`src/rtl/idli_sqi_ctrl_m.sv`:
```
// SQI SRAM transaction sequencer: command, address, dummy and data phases,
// with chip select, SIO direction, slice counter and slice-buffer push strobe.
module idli_sqi_ctrl_m #(
  parameter logic [7:0]  CMD_RD       = 8'h03,
  parameter logic [7:0]  CMD_WR       = 8'h02,
  parameter int unsigned DUMMY_CYCLES = 2
) (
  input  logic        i_sqi_gck,
  input  logic        i_sqi_rst,
  input  logic        i_ctrl_vld,
  output logic        o_ctrl_rdy,
  input  logic        i_ctrl_wr,
  input  logic [15:0] i_ctrl_addr,
  input  logic [3:0]  i_ctrl_len,
  input  logic        i_ctrl_abort,
  output logic        o_ctrl_done,
  input  logic [3:0]  i_wr_slice,
  output logic        o_sqi_cs_n,
  output logic        o_sqi_oe,
  output logic [3:0]  o_sqi_sio,
  input  logic [3:0]  i_sqi_sio,
  output logic [1:0]  o_sqi_ctr,
  output logic        o_buf_push,
  output logic [3:0]  o_buf_slice,
  input  logic [3:0]  i_buf_slice
);

  typedef enum logic [2:0] {
    StIdle,
    StCmd,
    StAddr,
    StDummy,
    StData,
    StEnd
  } state_e;

  state_e      state_q;
  logic        wr_q;
  logic [4:0]  words_q;
  logic [7:0]  phase_q;
  logic [27:0] sh_q;
  logic        cs_n_q;
  logic        oe_q;
  logic [3:0]  sio_q;
  logic [1:0]  ctr_q;
  logic        push_q;
  logic        done_q;
  logic        rdy_q;

  logic       active;
  logic       last_beat;
  logic       to_end;
  logic [7:0] cmd_sel;

  assign active    = (state_q == StCmd) || (state_q == StAddr) ||
                     (state_q == StDummy) || (state_q == StData);
  assign last_beat = (state_q == StData) && (ctr_q == 2'd3) && (words_q == 5'd1);
  assign to_end    = (active && i_ctrl_abort) || last_beat;
  assign cmd_sel   = i_ctrl_wr ? CMD_WR : CMD_RD;

  always_ff @(posedge i_sqi_gck) begin
    if (i_sqi_rst) begin
      state_q <= StIdle;
      wr_q    <= 1'b0;
      words_q <= 5'd0;
      phase_q <= 8'd0;
      sh_q    <= 28'd0;
      cs_n_q  <= 1'b1;
      oe_q    <= 1'b0;
      sio_q   <= 4'd0;
      ctr_q   <= 2'd0;
      push_q  <= 1'b0;
      done_q  <= 1'b0;
      rdy_q   <= 1'b1;
    end else if (to_end) begin
      // Abort and natural completion share one END cycle, so done pulses once.
      state_q <= StEnd;
      cs_n_q  <= 1'b1;
      oe_q    <= 1'b0;
      sio_q   <= 4'd0;
      ctr_q   <= 2'd0;
      push_q  <= 1'b0;
      done_q  <= 1'b1;
      rdy_q   <= 1'b0;
    end else begin
      done_q <= 1'b0;
      unique case (state_q)
        StIdle: begin
          if (i_ctrl_vld) begin
            state_q <= StCmd;
            wr_q    <= i_ctrl_wr;
            words_q <= (i_ctrl_len == 4'd0) ? 5'd16 : {1'b0, i_ctrl_len};
            phase_q <= 8'd0;
            // Remaining nibbles after cmd[7:4]: cmd[3:0] then 24b byte address.
            sh_q    <= {cmd_sel[3:0], 7'b0, i_ctrl_addr, 1'b0};
            sio_q   <= cmd_sel[7:4];
            cs_n_q  <= 1'b0;
            oe_q    <= 1'b1;
            rdy_q   <= 1'b0;
          end
        end
        StCmd: begin
          sio_q <= sh_q[27:24];
          sh_q  <= {sh_q[23:0], 4'd0};
          if (phase_q == 8'd1) begin
            state_q <= StAddr;
            phase_q <= 8'd0;
          end else begin
            phase_q <= phase_q + 8'd1;
          end
        end
        StAddr: begin
          if (phase_q == 8'd5) begin
            phase_q <= 8'd0;
            sio_q   <= 4'd0;
            if (wr_q) begin
              state_q <= StData;
              push_q  <= 1'b1;
              ctr_q   <= 2'd0;
              oe_q    <= 1'b1;
            end else begin
              state_q <= StDummy;
              oe_q    <= 1'b0;
            end
          end else begin
            sio_q   <= sh_q[27:24];
            sh_q    <= {sh_q[23:0], 4'd0};
            phase_q <= phase_q + 8'd1;
          end
        end
        StDummy: begin
          if (phase_q == 8'(DUMMY_CYCLES - 1)) begin
            state_q <= StData;
            phase_q <= 8'd0;
            push_q  <= 1'b1;
            ctr_q   <= 2'd0;
            oe_q    <= 1'b0;
          end else begin
            phase_q <= phase_q + 8'd1;
          end
        end
        StData: begin
          ctr_q <= ctr_q + 2'd1;
          if (ctr_q == 2'd3) begin
            words_q <= words_q - 5'd1;
          end
        end
        StEnd: begin
          state_q <= StIdle;
          rdy_q   <= 1'b1;
        end
        default: begin
          state_q <= StIdle;
          rdy_q   <= 1'b1;
        end
      endcase
    end
  end

  assign o_ctrl_rdy  = rdy_q;
  assign o_ctrl_done = done_q;
  assign o_sqi_cs_n  = cs_n_q;
  assign o_sqi_oe    = oe_q;
  // Write data bypasses the SIO register so the buffer output goes straight to the pins.
  assign o_sqi_sio   = ((state_q == StData) && wr_q) ? i_buf_slice : sio_q;
  assign o_sqi_ctr   = ctr_q;
  assign o_buf_push  = push_q;
  assign o_buf_slice = wr_q ? i_wr_slice : i_sqi_sio;

endmodule

```
`config.mk`:
```
export PLATFORM = sky130hd
export DESIGN_NAME = idli_sqi_ctrl_m
export DESIGN_NICKNAME = d
export VERILOG_FILES = /design/src/rtl/idli_sqi_ctrl_m.sv
export SDC_FILE = /design/constraint.sdc
export NUM_CORES = 1
export LEC_CHECK = 0
export CORE_UTILIZATION = 40
export DETAILED_ROUTE_END_ITERATION = 10
export PLACE_DENSITY_LB_ADDON = 0.12
export SYNTH_ARGS = -nofsm -noshare
export SYNTH_HDL_FRONTEND = slang
export SYNTH_SLANG_ARGS = --single-unit
export TNS_END_PERCENT = 50
```
`constraint.sdc`:
```
create_clock -name i_sqi_gck -period 5.3 [get_ports i_sqi_gck]
set_input_delay 1.325 -clock i_sqi_gck [delete_from_list [all_inputs] [get_ports i_sqi_gck]]
set_output_delay 1.325 -clock i_sqi_gck [all_outputs]
set_load 0.05 [all_outputs]
```
==> out/metrics.cfg <==
[run_status]
outcome=complete, no violations

[global_routing]
grt_util_all_layers=0.198
antenna_found_initial=0
grt_overflow_total=0
grt_pass1_vias=2547
grt_max_degree=28
grt_pass1_wl_mm=12.1

[critical_path]
worstPathMaxFanout=20
r2r_cells=4
startpoint_type=register
cp_data_required_time_ns=3.97
crit_chain=nor3b_1 > and2_0 > mux2_2 > clkdlybuf4s50_1
crit_type=reg2out
end_kind=primary output
cpMaxStageDelayCell=nor3b_1
cp-startpoint=state_q[1]
rr_endpoint=sh_q[25]
crit_family=simple AND/OR/NAND/NOR gates
r2r_start=state_q[1]
cp_num_cells=4
crit_arrival_ns=3.03
critical_path_buf_inv_count=1
critPathMaxStageDelay_ns=0.73
rrSetupSlack_ns=3.02
endpoint=o_sqi_sio[0]

[sta]
drv_slew=0
finClkSkew_ns=0.00967
fin_ws_ns=0.943
clock.fmax_mhz=230
grt_setup_unrepaired=false
setup_tns_ns=0
finalHoldViolations=0
setup_viol=0
slew_headroom=0.433
period_needed_ns=4.36
fin_crit_sh=0.822
max_slew.worst_pin.slew_ns=0.850
worst_hold_slack_ns=0.464

[die]
core_area_sq_um=6940
io-pin-count=52
start_util=0.424
die-area_sq_um=7700
die_y_um=87.8
die_w_um=87.8
rows=30

[synthesis]
yosysTopAreaCellShare=0.374
ys_top_cells_by_count=nand2_1, dfxtp_1, a21oi_1
yosysMostFrequentCell=nand2_1
syn_area_sq_um=2940
synth_area_per_cell_sq_um=8.78
yosysTopAreaCell=dfxtp_1
async_reset_ff_frac=0
yosysWarnings=0
synthesis.nets=377
synth_edf_count=0
synthCells=335
netlist_top_cells_area=dfxtp_1, nand2_1, a32oi_2, a21oi_1, mux2_2
ys_ff_latch=55
ys_seq_area_frac=0.374
synth-main-ff-cell=dfxtp_1
yosysUniqueCellTypes=56

[route]
drc_errors=0
via_per_inst=5.56
wire_per_inst_um=15.1
first_iter_violations=166
drt_pass1_iterations=4
drt_wl_total_mm=7.13
vias=2623
ant_nets=0

[power]
p_seq_frac=0.404
p_sw_uw=528
ir_worst_vdd_v=0.000146
power.internal_uw=785
switching_share=0.402
p_leak_nw=1.21
p_clk_frac=0.191
p_per_area_nw_per_um2=366
finalPower_mw=1.31
combPwrFrac=0.405

[job]
drv_cap=0

[cts]
htree_levels=2
cts_sinks=55
cts_setup_buffers=0
cts_buffer_depth=2
cts_tree=built
cts-root-buf=clkbuf_8
ctsHoldBuffers=0
cts_buffers=5
cts_resized=0
clock_latency_ns=0.32
path_clk_slew_ns=0.10

[place]
gp_congestion=0.833
dp_hpwl_mm=4.94
placement.io_buffers=51
dp_cells=464
placed_cell_area_sq_um=3490
dp_slack_ns=1.23

[cells_and_area]
final_cells=472
fin_area_sq_um=3580
n_antenna_cell=0
final_nets=417
area_delta_synth_final_pct=21.7
drive_gt1_frac=0.122
utilization=0.516

[hold_path]
min_path_type=reg2reg

[layer usage]
| metal | part of all wire | up-vias | GRT usage | wire, um |
|---|---|---|---|---|
| met5 | 0 | - | 0 | 0 |
| met4 | 0.0088 | 0 | 0.0492 | 63 |
| met3 | 0.049 | 6 | 0.0462 | 349 |
| met2 | 0.46 | 63 | 0.325 | 3290 |
| met1 | 0.48 | 1234 | 0.263 | 3420 |
| li1 | - | 1320 | - | - |
[cells in the final DEF (no fill, tap or decap), types with 8 or more instances in the layout]
cell type,count
o21ai_0,8
dfxtp_1,55
a21oi_1,18
inv_1,9
a32oi_2,10
nand2_1,63
mux2_2,8
clkdlybuf4s50_1,51
nand3_1,13
nor2_1,13
[layout make-up]
type | instances | area [sq um]
Timing Repair Buffer | 57 | 556
Multi-Input combinational cell | 246 | 1670
Clock inverter | 3 | 26.3
Clock buffer | 5 | 68.8
Tap cell | 96 | 120
Fill cell | 681 | 3360
Inverter | 10 | 37.5
Sequential cell | 55 | 1100
[power groups by stage]
stage	Sequential, mW	Combinational, mW	Clock [mW]
2_1_floorplan	0.557	0.389	0
5_1_grt	0.539	0.582	0.272
3_5_place_dp	0.539	0.533	0
4_1_cts	0.530	0.535	0.260
3_3_place_gp	0.538	0.529	0
6_report	0.530	0.531	0.251
[how the worst min path moves through the flow]
stage          slack (ns)    endpoint  cells past startpoint  startpoint
5_1_grt              0.48  o_buf_push                      2  o_buf_push
6_report             0.46  o_buf_push                      2  o_buf_push
4_1_cts              0.46  o_buf_push                      2  o_buf_push
2_1_floorplan        0.43    sh_q[24]                      2    sh_q[24]
3_5_place_dp         0.44  o_buf_push                      2  o_buf_push
3_3_place_gp         0.43  o_buf_push                      2  o_buf_push
[sequential cells by signal, summed over array words and instances (netlist names)]
signal and count:
state_q 3, words_q 5, o_ctrl_rdy 1, phase_q 8
sio_q 4, sh_q 27, o_sqi_ctr 2, o_ctrl_done 1
wr_q 1, o_buf_push 1, o_sqi_cs_n 1, o_sqi_oe 1
[cell families after synthesis]
kind of cell / synth area share
flops: 0.374
compound gates: 0.255
buf+inv: 0.0574
xor+xnor: 0.00596
simple gates: 0.235
mux: 0.0510
fa+ha+maj: 0.0213
[tightest hold or removal path: stages (launching register included)]
cell	delay (ns)
dfxtp_1	0.33
inv_1	0.05
a21oi_1	0.05
(Power assumes the default switching activity.)
